**src/rtl/shift_sequencer_if.sv**
```systemverilog
// Command/response bundle for shift_sequencer: two requester command
// channels and one result channel, all valid/ready handshakes.
// master = client/consumer side, slave = sequencer side.
interface shift_sequencer_if #(
    parameter int WIDTH = 16,
    parameter int CNT_W = 4
);
    logic             req0_valid;
    logic             req0_ready;
    logic [WIDTH-1:0] req0_data;
    logic [1:0]       req0_mode;
    logic [CNT_W-1:0] req0_count;

    logic             req1_valid;
    logic             req1_ready;
    logic [WIDTH-1:0] req1_data;
    logic [1:0]       req1_mode;
    logic [CNT_W-1:0] req1_count;

    logic             rsp_valid;
    logic             rsp_ready;
    logic [WIDTH-1:0] rsp_data;
    logic             rsp_id;

    modport master (
        output req0_valid, req0_data, req0_mode, req0_count,
        output req1_valid, req1_data, req1_mode, req1_count,
        output rsp_ready,
        input  req0_ready, req1_ready,
        input  rsp_valid, rsp_data, rsp_id
    );

    modport slave (
        input  req0_valid, req0_data, req0_mode, req0_count,
        input  req1_valid, req1_data, req1_mode, req1_count,
        input  rsp_ready,
        output req0_ready, req1_ready,
        output rsp_valid, rsp_data, rsp_id
    );
endinterface

```
**src/rtl/shift_sequencer.sv**
```systemverilog
// shift_sequencer: two-requester round-robin front end for the shifter.
// A granted command is captured, shifted one bit per cycle in a working
// register, and the result is held on the response channel until taken.
// Optional build macro SHIFT_SEQ_ROTATE_EN: mode 2 becomes rotate-left
// instead of arithmetic (= logical) left.
module shift_sequencer #(
    parameter int WIDTH = 16,
    parameter int CNT_W = 4
) (
    input  logic                clk,
    input  logic                reset,
    shift_sequencer_if.slave    bus,
    output logic                busy
);

    typedef enum logic [1:0] {
        IDLE  = 2'd0,
        SHIFT = 2'd1,
        DONE  = 2'd2
    } state_t;

    state_t           state_r, state_next_s;
    logic [WIDTH-1:0] work_r, work_next_s;
    logic [CNT_W-1:0] cnt_r, cnt_next_s;
    logic [1:0]       mode_r, mode_next_s;
    logic             id_r, id_next_s;
    logic             last_r, last_next_s;
    logic [WIDTH-1:0] rsp_data_r, rsp_data_next_s;
    logic             rsp_id_r, rsp_id_next_s;

    logic             grant0_s, grant1_s;
    logic [WIDTH-1:0] cap_data_s;
    logic [1:0]       cap_mode_s;
    logic [CNT_W-1:0] cap_count_s;
    logic [WIDTH-1:0] step_s;

    // One single-bit shift step for the given mode.
    function automatic logic [WIDTH-1:0] shift_step(input logic [WIDTH-1:0] d,
                                                    input logic [1:0] mode);
        logic [WIDTH-1:0] r;
        case (mode)
            2'd0:    r = {d[WIDTH-2:0], 1'b0};
            2'd1:    r = {1'b0, d[WIDTH-1:1]};
`ifdef SHIFT_SEQ_ROTATE_EN
            2'd2:    r = {d[WIDTH-2:0], d[WIDTH-1]};
`else
            2'd2:    r = {d[WIDTH-2:0], 1'b0};
`endif
            2'd3:    r = {d[WIDTH-1], d[WIDTH-1:1]};
            default: r = d;
        endcase
        return r;
    endfunction

    // Round-robin grant: only in IDLE and never while reset is asserted;
    // on contention the requester not granted last wins (last_r=1 favours req0).
    always_comb begin
        grant0_s = 1'b0;
        grant1_s = 1'b0;
        if ((state_r == IDLE) && !reset) begin
            if (bus.req0_valid && bus.req1_valid) begin
                if (last_r) begin
                    grant0_s = 1'b1;
                end else begin
                    grant1_s = 1'b1;
                end
            end else if (bus.req0_valid) begin
                grant0_s = 1'b1;
            end else if (bus.req1_valid) begin
                grant1_s = 1'b1;
            end else begin
                grant0_s = 1'b0;
                grant1_s = 1'b0;
            end
        end else begin
            grant0_s = 1'b0;
            grant1_s = 1'b0;
        end
    end

    // Select the granted requester's command fields for capture.
    always_comb begin
        cap_data_s  = bus.req0_data;
        cap_mode_s  = bus.req0_mode;
        cap_count_s = bus.req0_count;
        if (grant1_s) begin
            cap_data_s  = bus.req1_data;
            cap_mode_s  = bus.req1_mode;
            cap_count_s = bus.req1_count;
        end else begin
            cap_data_s  = bus.req0_data;
            cap_mode_s  = bus.req0_mode;
            cap_count_s = bus.req0_count;
        end
    end

    assign step_s = shift_step(work_r, mode_r);

    // Next-state and datapath update for the IDLE/SHIFT/DONE sequencer.
    always_comb begin
        state_next_s    = state_r;
        work_next_s     = work_r;
        cnt_next_s      = cnt_r;
        mode_next_s     = mode_r;
        id_next_s       = id_r;
        last_next_s     = last_r;
        rsp_data_next_s = rsp_data_r;
        rsp_id_next_s   = rsp_id_r;
        case (state_r)
            IDLE: begin
                if (grant0_s || grant1_s) begin
                    work_next_s = cap_data_s;
                    cnt_next_s  = cap_count_s;
                    mode_next_s = cap_mode_s;
                    id_next_s   = grant1_s;
                    last_next_s = grant1_s;
                    if (cap_count_s == {CNT_W{1'b0}}) begin
                        // Zero count: the operand itself is the result.
                        rsp_data_next_s = cap_data_s;
                        rsp_id_next_s   = grant1_s;
                        state_next_s    = DONE;
                    end else begin
                        state_next_s = SHIFT;
                    end
                end else begin
                    state_next_s = IDLE;
                end
            end
            SHIFT: begin
                work_next_s = step_s;
                cnt_next_s  = cnt_r - CNT_W'(1);
                if (cnt_r == CNT_W'(1)) begin
                    // Last step: result register loads only on entry to DONE.
                    rsp_data_next_s = step_s;
                    rsp_id_next_s   = id_r;
                    state_next_s    = DONE;
                end else begin
                    state_next_s = SHIFT;
                end
            end
            DONE: begin
                if (bus.rsp_ready) begin
                    state_next_s = IDLE;
                end else begin
                    state_next_s = DONE;
                end
            end
            default: begin
                state_next_s = IDLE;
            end
        endcase
    end

    // State and datapath registers; reset aborts any command in flight.
    always_ff @(posedge clk) begin
        if (reset) begin
            state_r    <= IDLE;
            work_r     <= {WIDTH{1'b0}};
            cnt_r      <= {CNT_W{1'b0}};
            mode_r     <= 2'd0;
            id_r       <= 1'b0;
            last_r     <= 1'b1;
            rsp_data_r <= {WIDTH{1'b0}};
            rsp_id_r   <= 1'b0;
        end else begin
            state_r    <= state_next_s;
            work_r     <= work_next_s;
            cnt_r      <= cnt_next_s;
            mode_r     <= mode_next_s;
            id_r       <= id_next_s;
            last_r     <= last_next_s;
            rsp_data_r <= rsp_data_next_s;
            rsp_id_r   <= rsp_id_next_s;
        end
    end

    assign bus.req0_ready = grant0_s;
    assign bus.req1_ready = grant1_s;
    assign bus.rsp_valid  = (state_r == DONE);
    assign bus.rsp_data   = rsp_data_r;
    assign bus.rsp_id     = rsp_id_r;
    assign busy           = (state_r != IDLE);

endmodule

```
**src/flat_wrapper.sv**
```systemverilog
// flat-port wrapper written by rule: the top's interface ports become plain ports
module shift_sequencer_flat 
#(
    parameter int WIDTH = 16,
    parameter int CNT_W = 4
)
  (clk, reset, busy, bus_req0_valid, bus_req0_data, bus_req0_mode, bus_req0_count, bus_req1_valid, bus_req1_data, bus_req1_mode, bus_req1_count, bus_rsp_ready, bus_req0_ready, bus_req1_ready, bus_rsp_valid, bus_rsp_data, bus_rsp_id);
  shift_sequencer_if #(.WIDTH(WIDTH), .CNT_W(CNT_W)) bus_i ();
  input  logic clk;
  input  logic reset;
  output logic busy;
  input wire logic [$bits(bus_i.req0_valid)-1:0] bus_req0_valid;
  input wire logic [$bits(bus_i.req0_data)-1:0] bus_req0_data;
  input wire logic [$bits(bus_i.req0_mode)-1:0] bus_req0_mode;
  input wire logic [$bits(bus_i.req0_count)-1:0] bus_req0_count;
  input wire logic [$bits(bus_i.req1_valid)-1:0] bus_req1_valid;
  input wire logic [$bits(bus_i.req1_data)-1:0] bus_req1_data;
  input wire logic [$bits(bus_i.req1_mode)-1:0] bus_req1_mode;
  input wire logic [$bits(bus_i.req1_count)-1:0] bus_req1_count;
  input wire logic [$bits(bus_i.rsp_ready)-1:0] bus_rsp_ready;
  output wire logic [$bits(bus_i.req0_ready)-1:0] bus_req0_ready;
  output wire logic [$bits(bus_i.req1_ready)-1:0] bus_req1_ready;
  output wire logic [$bits(bus_i.rsp_valid)-1:0] bus_rsp_valid;
  output wire logic [$bits(bus_i.rsp_data)-1:0] bus_rsp_data;
  output wire logic [$bits(bus_i.rsp_id)-1:0] bus_rsp_id;
  assign bus_i.req0_valid = bus_req0_valid;
  assign bus_i.req0_data = bus_req0_data;
  assign bus_i.req0_mode = bus_req0_mode;
  assign bus_i.req0_count = bus_req0_count;
  assign bus_i.req1_valid = bus_req1_valid;
  assign bus_i.req1_data = bus_req1_data;
  assign bus_i.req1_mode = bus_req1_mode;
  assign bus_i.req1_count = bus_req1_count;
  assign bus_i.rsp_ready = bus_rsp_ready;
  assign bus_req0_ready = bus_i.req0_ready;
  assign bus_req1_ready = bus_i.req1_ready;
  assign bus_rsp_valid = bus_i.rsp_valid;
  assign bus_rsp_data = bus_i.rsp_data;
  assign bus_rsp_id = bus_i.rsp_id;
  shift_sequencer #(.WIDTH(WIDTH), .CNT_W(CNT_W)) u_core (.clk(clk), .reset(reset), .bus(bus_i), .busy(busy));
endmodule
```
**config.mk**
```make
export PLATFORM = sky130hd
export DESIGN_NAME = shift_sequencer_flat
export DESIGN_NICKNAME = d
export VERILOG_FILES = /design/src/rtl/shift_sequencer_if.sv /design/src/rtl/shift_sequencer.sv /design/src/flat_wrapper.sv
export SDC_FILE = /design/constraint.sdc
export NUM_CORES = 1
export LEC_CHECK = 0
export CORE_MARGIN = 2
export CORE_UTILIZATION = 43
export CTS_CLUSTER_SIZE = 8
export DETAILED_ROUTE_END_ITERATION = 16
export PLACE_DENSITY = 0.73
export SYNTH_ARGS = -nofsm -noshare
export SYNTH_HDL_FRONTEND = slang
export SYNTH_SLANG_ARGS = --single-unit
export TNS_END_PERCENT = 10
```
**constraint.sdc**
```tcl
create_clock -name clk -period 4.14 [get_ports clk]
set_clock_uncertainty 0.1 [all_clocks]
set_input_delay 1.242 -clock clk [delete_from_list [all_inputs] [get_ports clk]]
set_output_delay 1.242 -clock clk [all_outputs]
set_load 0.02 [all_outputs]
```
Word-level counts from Yosys, hierarchy flattened
Index checks and enable logic that the tools add are counted.
{ "word_totals": {"regBits": 43, "inputBits": 49, "out_inout_bits": 21, "wordCells": 61} }
{ "op_classes": {"n_addsub": 1, "n_eq_ne": 9, "muxes": 30, "reduce_logical": 13} }
{ "op_table": {"columns": ["cell", "count"], "rows": [
  ["$mux W16", 5],
  ["$pmux W16 S2", 2],
  ["$pmux W16 S3", 1],
  ["$mux W1", 12],
  ["$mux W2", 5],
  ["$mux W4", 2],
  ["$pmux W4 S2", 1],
  ["$eq A2 B2 Y1 const B", 3],
  ["$pmux W2 S3", 1],
  ["$eq A2 B1 Y1 const B", 2],
  ["$eq A4 B1 Y1 const B", 1],
  ["$logic_not A2 Y1", 2],
  ["$logic_not A4 Y1", 1],
  ["$ne A2 B2 Y1 const B", 2],
  ["$reduce_and A2 Y1", 2],
  ["$reduce_and A4 Y1", 1],
  ["$reduce_bool A2 Y1", 2],
  ["$sub A4 B1 Y4 const B", 1],
  ["$logic_and A1 B1 Y1", 2],
  ["$ne A2 B1 Y1 const B", 1],
  ["$pmux W1 S2", 1],
  ["$reduce_or A2 Y1", 1],
  ["$logic_not A1 Y1", 1],
  ["$logic_or A1 B1 Y1", 1]
]} }

Longest topological paths before layout
Gate-level depths: netlist of run 1.
{ "depth": {"depth_word": 9, "depth_mapped": 8, "mapped_depth_nobuf": 6} }

Least setup slack after synthesis of run 1
No wires, ideal clock.
{ "synth_timing": {"path_type": "in2out", "startpoint": "in reset", "endpoint": "out bus_req0_ready", "arrival_ps": 2340, "setup_slack_ps": 458, "path_stages": 5, "n_path_buf": 3, "path_cell_list": "buf_2 or3_4 buf_6 clkbuf_1 nor2_1"} }
{ "synth_between": {"elab_chain_len": 3} }
{ "synth_rtl": {"columns": ["item", "line", "text"], "rows": [
  ["start: declaration", "flat_wrapper.sv:10", "input logic reset;"],
  ["$logic_not A1 Y1", "shift_sequencer.sv:60", "if ((state_r == IDLE) && !reset) begin"],
  ["$logic_and A1 B1 Y1", "shift_sequencer.sv:60", null],
  ["$mux W1", "shift_sequencer.sv:60", null],
  ["end: declaration", "flat_wrapper.sv:21", "output wire logic [$bits(bus_i.req0_ready)-1:0] bus_req0_ready;"]
]} }
No other way between the ends.

Worst setup path in the final report of run 1
Same ends and word-level chain as after synthesis.

==> flow_summary.json, run 1 <==
{
  "drtIter0Drc": 229,
  "htree_levels": 2,
  "finalHoldViolations": 0,
  "finalPower_mw": 1.21,
  "rsz0062_at_grt": "no",
  "core_area_um2": 5470,
  "grt_pass1_wl_um": 11200,
  "synth_top_family_by_area": "compound AO/OA/AOI/OAI gates",
  "grt_max_degree": 44,
  "synth.ff_latch_count": 43,
  "yosys-top-cells-area": "dfxtp_1 36%, a21oi_1 7.9%, nand2_1 7.0%, nand3_1 6.4%, o21ai_0 5.0%",
  "period_needed_ps": 3710,
  "synth-compound-area-share_pct": 30.4,
  "final_common_cell": "clkdlybuf4s50_1",
  "ys_seq_area_share_pct": 35.5,
  "overflow": 0,
  "hold_depth": 2,
  "initial_core_util_pct": 44.3,
  "syn_nets": 373,
  "yosysUniqueCellTypes": 37,
  "insertion_delay_ps": 300,
  "worst-path-max-fanout": 2,
  "dp_hpwl_um": 4690,
  "max_clock_freq_ghz": 0.269,
  "crit_path_end_kind": "output port",
  "layout_common_cells": "67 x clkdlybuf4s50_1, 45 x nand2_1, 43 x dfxtp_1",
  "leakagePower_nw": 1.15,
  "grt_usage_pct": 22.2,
  "num_vias": 2499,
  "relSlewSlack_pct": 31.4,
  "setup-violations-final": 0,
  "ys.flop_type": "dfxtp_1",
  "drive_gt1_share_pct": 8.36,
  "final_nets": 433,
  "clockRootBuffer": "clkbuf_8",
  "clk_pin_slew_ps": 80,
  "drt.antenna.violating_nets": 0,
  "via_per_inst": 5.49,
  "synth-edff-count": 0,
  "first_pass_iters": 5,
  "cts_hold_buf": 0,
  "n_antenna_cell": 0,
  "crit_required_ps": 2800,
  "placementRows": 27,
  "clock-sinks": 43,
  "wirelength_um": 6660,
  "critPathLaunchType": "primary input",
  "slew_viol_final": 0,
  "ys_warn_count": 0,
  "syn_inst": 322,
  "grt_pass1_vias": 2381,
  "synth-xor-area-share_pct": 0.362,
  "maxCapViolCount": 0,
  "status": "finished clean",
  "async_reset_ff_share_pct": 0,
  "clockBufferDepth": 2,
  "fin_crit_sh_pct": 89.6,
  "vdd_drop_max_mv": 0.160,
  "die_w_um": 79.1,
  "antenna_found_initial": 0,
  "gp_congestion": 0.881,
  "dieArea_um2": 6250,
  "routedWlPerCell_um": 14.6,
  "port_buffers": 69,
  "worst_slew_pin_slew_ps": 1030,
  "tritoncts": "yes",
  "synth_top_area_cell": "dfxtp_1",
  "path_class": "in -> out",
  "hp-class": "reg -> reg",
  "synth_adder_area_share_pct": 1.03,
  "area_growth_pct": 33.3,
  "synth.avg_cell_area_um2": 7.52,
  "dieHeight_um": 79.1,
  "power_density_nw_per_um2": 373,
  "cts_buffers": 5,
  "worst_r2r_path_depth": 6,
  "muxShareOfSynthArea_pct": 1.39,
  "post-route-util_pct": 59.0,
  "synthesis.area_um2": 2420,
  "crit_arrival_ps": 2370,
  "yosysTopAreaCellShare_pct": 35.5,
  "ios": 70,
  "fin_tns_setup_ps": 0,
  "drc_errors": 0,
  "synth-simple-area-share_pct": 24.0
}
registers in the layout (all words and copies together) (netlist names):
register and count:
u_core.bus.rsp_data 16, u_core.work_r 16, u_core.cnt_r 4, u_core.mode_r 2, u_core.state_r 2, u_core.bus.rsp_id 1, u_core.id_r 1, u_core.last_r 1
per-layer routing:
metal	GRT usage [%]	part of all wire [%]	up-vias
met1	28.9	44	1137
met3	4.09	5.5	15
li1	-	-	1275
met4	7.76	2.5	0
met2	36.7	48	72
met5	0	0	-
cell type report:
type / instances / area (um^2)
repair buffers: 80 / 778
fillers: 557 / 2240
clock buffers: 5 / 68.8
well taps: 72 / 90.1
multi-input cells: 245 / 1390
flip-flops and latches: 43 / 861
clock inverters: 3 / 20.0
inverters: 7 / 26.3
power breakdown:
part           switching [mW]  internal, mW
sequential             0.0435         0.463
combinational           0.247         0.184
clock                   0.150         0.117
stage by stage:
step	hold slack, ps	setup WS (ps)	area (um^2)	instances
floorplan	332	458	2420	322
global placement	340	34.9	3140	447
detailed placement	347	17.1	3140	447
CTS	359	17.1	3220	455
global route	370	358	3230	455
finish	356	429	3230	455
cells by family after synthesis:
group                    count (synthesis)
AO/OA/AOI/OAI                          120
AND/OR/NAND/NOR                        119
flip-flops                              43
buffers and inverters                   34
multiplexers                             3
adder cells (fa/ha/maj)                  2
XOR/XNOR                                 1
cells in the mapped netlist (2+ instances only):
cell      instances
a311oi_1          4
nand2_1          45
dfxtp_1          43
nor3_1            3
clkbuf_1         13
nor3_4            2
a211oi_1         15
buf_2             6
buf_6             5
nor2_1           15
buf_1             2
a31oi_1          16
o21ai_0          24
mux2_2            3
nand3_1          31
a21oi_1          38
a221oi_1          3
o21ai_1          10
nor4_1            3
ha_1              2
nor2b_1          17
inv_1             7
critical path, stage by stage:
cell             delay, ps
clkdlybuf4s50_1        430
or3_4                  340
nor2_1                 110
dlymetal6s2s_1         240
repair_timing:
action	in CTS	in global routing
setup endpoints to repair	0	2
hold endpoints to repair	0	0
resized for setup	0	2
buffers inserted	0	0
worst paths after layout:
check                         start                end  slack [ps]
setup / recovery              reset     bus_req0_ready         430
hold / removal     u_core.work_r[0]   u_core.work_r[0]         360
setup reg to reg  u_core.state_r[0]  u_core.bus.rsp_id        1800
hold reg to reg    u_core.work_r[0]   u_core.work_r[0]         360
No activity file was read; power rests on OpenSTA's default activity.
==> inputs of run 2 (changes only) <==
Settings changed: ABC_AREA from default to 1, PLACE_DENSITY 0.73 to 0.74.
==> run 2 against run 1 <==
  * Sequential share of layout area fell by 0.12 points
  * Cell area is 0.46% higher
  * Non-clock buffer count shrank 4
  * Power increased by 6.0%
  * Clock-buffer cell count stayed put
  * Setup slack worse by 340 ps
  * Combinational power about the same
  * Sequential power up 1%
  * Highest routed layer unchanged
==> flow_summary.json, run 2 <==
{
  "status": "finished clean",
  "synth-edff-count": 0,
  "vdd_drop_max_mv": 0.238,
  "async_reset_ff_share_pct": 0,
  "hp-class": "reg -> reg",
  "crit_start": "reset",
  "period_needed_ps": 4050,
  "dieArea_um2": 6220,
  "clockRootBuffer": "clkbuf_8",
  "power_density_nw_per_um2": 394,
  "grt_max_degree": 26,
  "cts_buffers": 5,
  "n_antenna_cell": 0,
  "dpl.cell_count": 499,
  "drt.antenna.violating_nets": 0,
  "synthesis.area_um2": 2410,
  "critPathLaunchType": "primary input",
  "die_w_um": 78.9,
  "grt_pass1_vias": 2432,
  "slowest_delay_ps": 630,
  "num_vias": 2502,
  "finalPower_mw": 1.28,
  "setup-violations-final": 0,
  "maxCapViolCount": 0,
  "seq_area_um2": 861,
  "yosysMostFrequentCell": "nand2_1",
  "drtIter0Drc": 147,
  "crit_arrival_ps": 2710,
  "worst_r2r_path_depth": 14,
  "routedWlPerCell_um": 12.5,
  "timing.rr.start": "u_core.state_r[0]",
  "synth.ff_latch_count": 43,
  "ys_warn_count": 0,
  "gp_congestion": 0.851,
  "worst-path-max-fanout": 3,
  "worst_slew_pin_slew_ps": 667,
  "relSlewSlack_pct": 55.5,
  "area_growth_pct": 34.6,
  "regToRegEndpoint": "u_core.bus.rsp_data[0]",
  "first_pass_iters": 4,
  "grt_pass1_wl_um": 10700,
  "synth.avg_cell_area_um2": 6.44,
  "ys.flop_type": "dfxtp_1",
  "grt_usage_pct": 21.3,
  "yosysUniqueCellTypes": 25,
  "dieHeight_um": 78.9,
  "ctsResizeCount": 0,
  "initial_core_util_pct": 44.0,
  "fill_cells": 546,
  "via_per_inst": 4.93,
  "insertion_delay_ps": 300,
  "ios": 70,
  "yosys-top-cells-area": "dfxtp_1 36%, nand2_1 13%, a21oi_1 8.1%, nor2_1 7.5%, o21ai_0 6.9%",
  "clock-sinks": 43,
  "core_area_um2": 5470,
  "tritoncts": "yes",
  "rsz0062_at_grt": "no",
  "drc_errors": 0,
  "antenna_found_initial": 0,
  "crit_required_ps": 2800,
  "leakagePower_nw": 1.48,
  "clk_pin_slew_ps": 90,
  "cp_slowest_cell": "clkdlybuf4s50_1",
  "critPathCapture": "bus_req0_ready",
  "clockBufferDepth": 2,
  "slew_viol_final": 0,
  "ys_seq_area_share_pct": 35.7,
  "fin_tns_setup_ps": 0,
  "dp_hpwl_um": 4380,
  "multi_input_area_um2": 1260,
  "path_class": "in -> out",
  "regToRegSetupSlack_ps": 1750,
  "layout_common_cells": "83 x nand2_1, 69 x clkdlybuf4s50_1, 48 x nor2_1",
  "overflow": 0,
  "port_buffers": 69,
  "cts_hold_buf": 0,
  "placementRows": 27,
  "fin_crit_sh_pct": 97.9,
  "syn_nets": 425,
  "crit_path_end_kind": "output port",
  "crit_chain": "clkdlybuf4s50_1 -> nor2_4 -> nand2_2 -> nor2_4 -> clkdlybuf4s50_1",
  "wirelength_um": 6350,
  "syn_inst": 374,
  "max_clock_freq_ghz": 0.247,
  "final_nets": 485,
  "finalHoldViolations": 0,
  "synth_commonest_cells": "83 x nand2_1, 48 x nor2_1, 43 x dfxtp_1, 41 x inv_1, 39 x a21oi_1",
  "htree_levels": 2,
  "synth_top_area_cell": "dfxtp_1",
  "drive_gt1_share_pct": 7.59,
  "yosysTopAreaCellShare_pct": 35.7,
  "final_common_cell": "nand2_1",
  "post_cts_buffers": 0,
  "layout.cells.non_filler": 507
}
## run 2: cell families (layout without fill, tap and decap cells)
group	Yosys count	count (layout)	share of synthesized area, %
AND/OR/NAND/NOR	168	168	30.4
flip-flops	43	43	35.7
AO/OA/AOI/OAI	91	91	20.7
buffers and inverters	69	130	11.8
XOR/XNOR	1	1	0.364
adder cells (fa/ha/maj)	2	2	1.04
## run 2: through the flow
stage                     hold slack (ps)  utilization, %  cell area (um^2)  setup slack [ps]
final                                 382            59.3              3240              87.2
after global routing                  406            59.3              3240              23.6
after CTS                             385            59.3              3240              75.7
after detailed placement              369            57.2              3130              77.3
after global placement                349            57.2              3130              91.8
after floorplan                       339               -              2410               889
## run 2: power breakdown
| group | internal (mW) | leakage [nW] | total (mW) | switching, mW |
|---|---|---|---|---|
| logic | 0.177 | 1.07 | 0.432 | 0.255 |
| registers | 0.473 | 0.354 | 0.512 | 0.0391 |
| clock network | 0.180 | 0.0581 | 0.333 | 0.154 |
## run 2: layout make-up
| cell class | count | area share [%] |
|---|---|---|
| Multi-Input combinational cell | 262 | 39.0 |
| Sequential cell | 43 | 26.5 |
| Clock inverter | 3 | 1.35 |
| Tap cell | 72 | 2.78 |
| Timing Repair Buffer | 76 | 22.9 |
| Clock buffer | 5 | 2.12 |
| Inverter | 46 | 5.32 |
## run 2: per-layer routing
metal,part of all wire (%),up-vias,global-route usage [%]
li1,-,1318,-
met1,47,1094,28.4
met2,44,82,35.1
met3,6.9,8,3.52
met4,1.5,0,7.41
met5,0,-,0
## run 2: worst min-delay path by stage
stage / from / cells past startpoint / slack, ps / to
floorplan: u_core.id_r / 2 / 340 / u_core.id_r
global placement: u_core.id_r / 2 / 350 / u_core.id_r
detailed placement: u_core.bus.rsp_data[8] / 2 / 370 / u_core.bus.rsp_data[8]
CTS: u_core.id_r / 2 / 390 / u_core.id_r
global route: u_core.id_r / 2 / 410 / u_core.id_r
finish: u_core.id_r / 2 / 380 / u_core.id_r
## run 2: critical path: cells and delay by family
kind,cells,cell delay [ps]
buf+inv,2,1090
simple gates,3,380
==> inputs of run 3 (changes only) <==
Settings changed: CORE_UTILIZATION 43 to 51, PLACE_DENSITY 0.74 to 0.85.
==> run 3 against run 2 <==
  * Die area fell by 15%
  * Register-to-register slack improved by 100 ps
  * Maximum frequency increased by 0.30%
  * First-iteration DRC count grew 55%
  * Clock power fell by 21%
  * Critical path type unchanged
  * Critical endpoint unchanged
==> flow_summary.json, run 3 (synthesis results as in run 2) <==
{
  "status": "finished clean",
  "timing.rr.start": "u_core.state_r[1]",
  "cts_buffers": 5,
  "n_antenna_cell": 0,
  "tritoncts": "yes",
  "rsz0062_at_grt": "no",
  "die_w_um": 72.7,
  "dieArea_um2": 5290,
  "cts_hold_buf": 0,
  "core_area_um2": 4630,
  "fin_crit_sh_pct": 97.6,
  "fin_area_um2": 3190,
  "grt_util_met3_pct": 5.11,
  "cp_slowest_cell": "clkdlybuf4s50_1",
  "finalHoldViolations": 0,
  "finalPower_mw": 1.21,
  "grt_max_degree": 26,
  "seq_area_um2": 861,
  "routedWlPerCell_um": 12.7,
  "min_from": "u_core.bus.rsp_id",
  "final_nets": 485,
  "cp_top_family": "buffers and inverters",
  "overflow": 0,
  "use_met1_pct": 33.1,
  "clockRootBuffer": "clkbuf_8",
  "clockBufferDepth": 2,
  "clock-sinks": 43,
  "fin_tns_setup_ps": 0,
  "worst_r2r_path_depth": 14,
  "htree_levels": 2,
  "maxCapViolCount": 0,
  "ios": 70,
  "dieHeight_um": 72.7,
  "relSlewSlack_pct": 47.1,
  "placed_cell_area_um2": 3110,
  "antenna_found_initial": 0,
  "period_needed_ps": 4040,
  "busiest_layer": "met2",
  "final_common_cell": "nand2_1",
  "slew_viol_final": 0,
  "first_pass_iters": 5,
  "hold_depth": 2,
  "regToRegSetupSlack_ps": 1850,
  "crit_required_ps": 2800,
  "regToRegEndpoint": "u_core.bus.rsp_data[10]",
  "vdd_drop_max_mv": 0.235,
  "wirelength_um": 6200,
  "power_density_nw_per_um2": 378,
  "crit_path_end_kind": "output port",
  "drt.antenna.violating_nets": 0,
  "hp-class": "reg -> reg",
  "max_clock_freq_ghz": 0.247,
  "port_buffers": 69,
  "path_class": "in -> out",
  "cp_num_buf_inv": 2,
  "hold-path-endpoint": "u_core.bus.rsp_id",
  "setup-violations-final": 0,
  "grt_pass1_vias": 2343,
  "slowest_delay_ps": 610,
  "crit_arrival_ps": 2700,
  "leakagePower_nw": 1.47,
  "initial_core_util_pct": 52.1,
  "gp_congestion": 0.811,
  "critPathLaunchType": "primary input",
  "drtIter0Drc": 228,
  "drive_gt1_share_pct": 7.36,
  "post_cts_buffers": 0,
  "layout_common_cells": "83 x nand2_1, 69 x clkdlybuf4s50_1, 48 x nor2_1",
  "dp_hpwl_um": 4410,
  "ctsResizeCount": 0,
  "num_vias": 2574,
  "grt_usage_pct": 25.4,
  "via_per_inst": 5.26,
  "insertion_delay_ps": 300,
  "worst-path-max-fanout": 3,
  "fill_cells": 422,
  "grtUsageMet2_pct": 41.6,
  "worst_slew_pin_slew_ps": 792,
  "clk_pin_slew_ps": 80,
  "crit_chain": "clkdlybuf4s50_1 -> nor2_4 -> nand2_2 -> nor2_4 -> clkdlybuf4s50_1",
  "area_growth_pct": 32.6,
  "multi_input_area_um2": 1260,
  "drc_errors": 0,
  "placementRows": 25,
  "grt_pass1_wl_um": 10500
}
run 3: cell count changes in the layout (fill, tap and decap cells not counted):
cell	before	now
bufinv_16	1	0
clkbuf_1	0	1
clkinv_4	1	0
clkinvlp_4	0	1
run 3: power by group:
group	total (mW)	switching [mW]	internal, mW
registers	0.513	0.0397	0.473
clock network	0.264	0.146	0.118
logic	0.431	0.254	0.177
run 3: worst max path at each step:
stage	to	cells past startpoint	slack, ps	start
after floorplan	bus_req1_ready	5	890	bus_req1_valid
after CTS	bus_req0_ready	5	90	reset
after detailed placement	bus_req0_ready	5	90	reset
after global placement	bus_req0_ready	5	110	reset
final	bus_req0_ready	5	100	reset
after global routing	bus_req0_ready	5	50	reset
run 3: worst register-to-register path, cell delays in order, from the launching register on:
cell     delay [ps]
dfxtp_1         320
inv_2            80
nand2_4          70
nor2_4          140
nand2_4          60
inv_2            60
buf_4           260
nor2_4          100
nand2_4         210
nand2_1         100
inv_2           300
nand2_4         180
nand2_1          90
nand2_1          50
nor2_1          110
run 3: per-stage QoR:
| step | worst slack (ps) | hold WS [ps] | utilization, % | std cells |
|---|---|---|---|---|
| after floorplan | 889 | 339 | - | 374 |
| after global placement | 106 | 351 | 67.2 | 481 |
| after detailed placement | 94.0 | 370 | 67.2 | 481 |
| after CTS | 92.9 | 389 | 69.0 | 489 |
| after global routing | 47.3 | 396 | 69.0 | 489 |
| final | 99.4 | 385 | 69.0 | 489 |
run 3: per-layer routing:
metal	routed length, um	vias up	share of wire (%)
met5	0	-	0
met4	86	0	1.4
met3	389	8	6.3
met2	2910	99	47
met1	2810	1145	45
li1	-	1322	-
run 3: area by class of cell:
cell class | count | share of cell area [%]
clock buffer | 6 | 2.27
clock inverter | 2 | 0.392
inverter | 46 | 5.41
multi-input combinational | 262 | 39.6
sequential | 43 | 26.9
tap | 54 | 2.12
timing repair buffer | 76 | 23.3
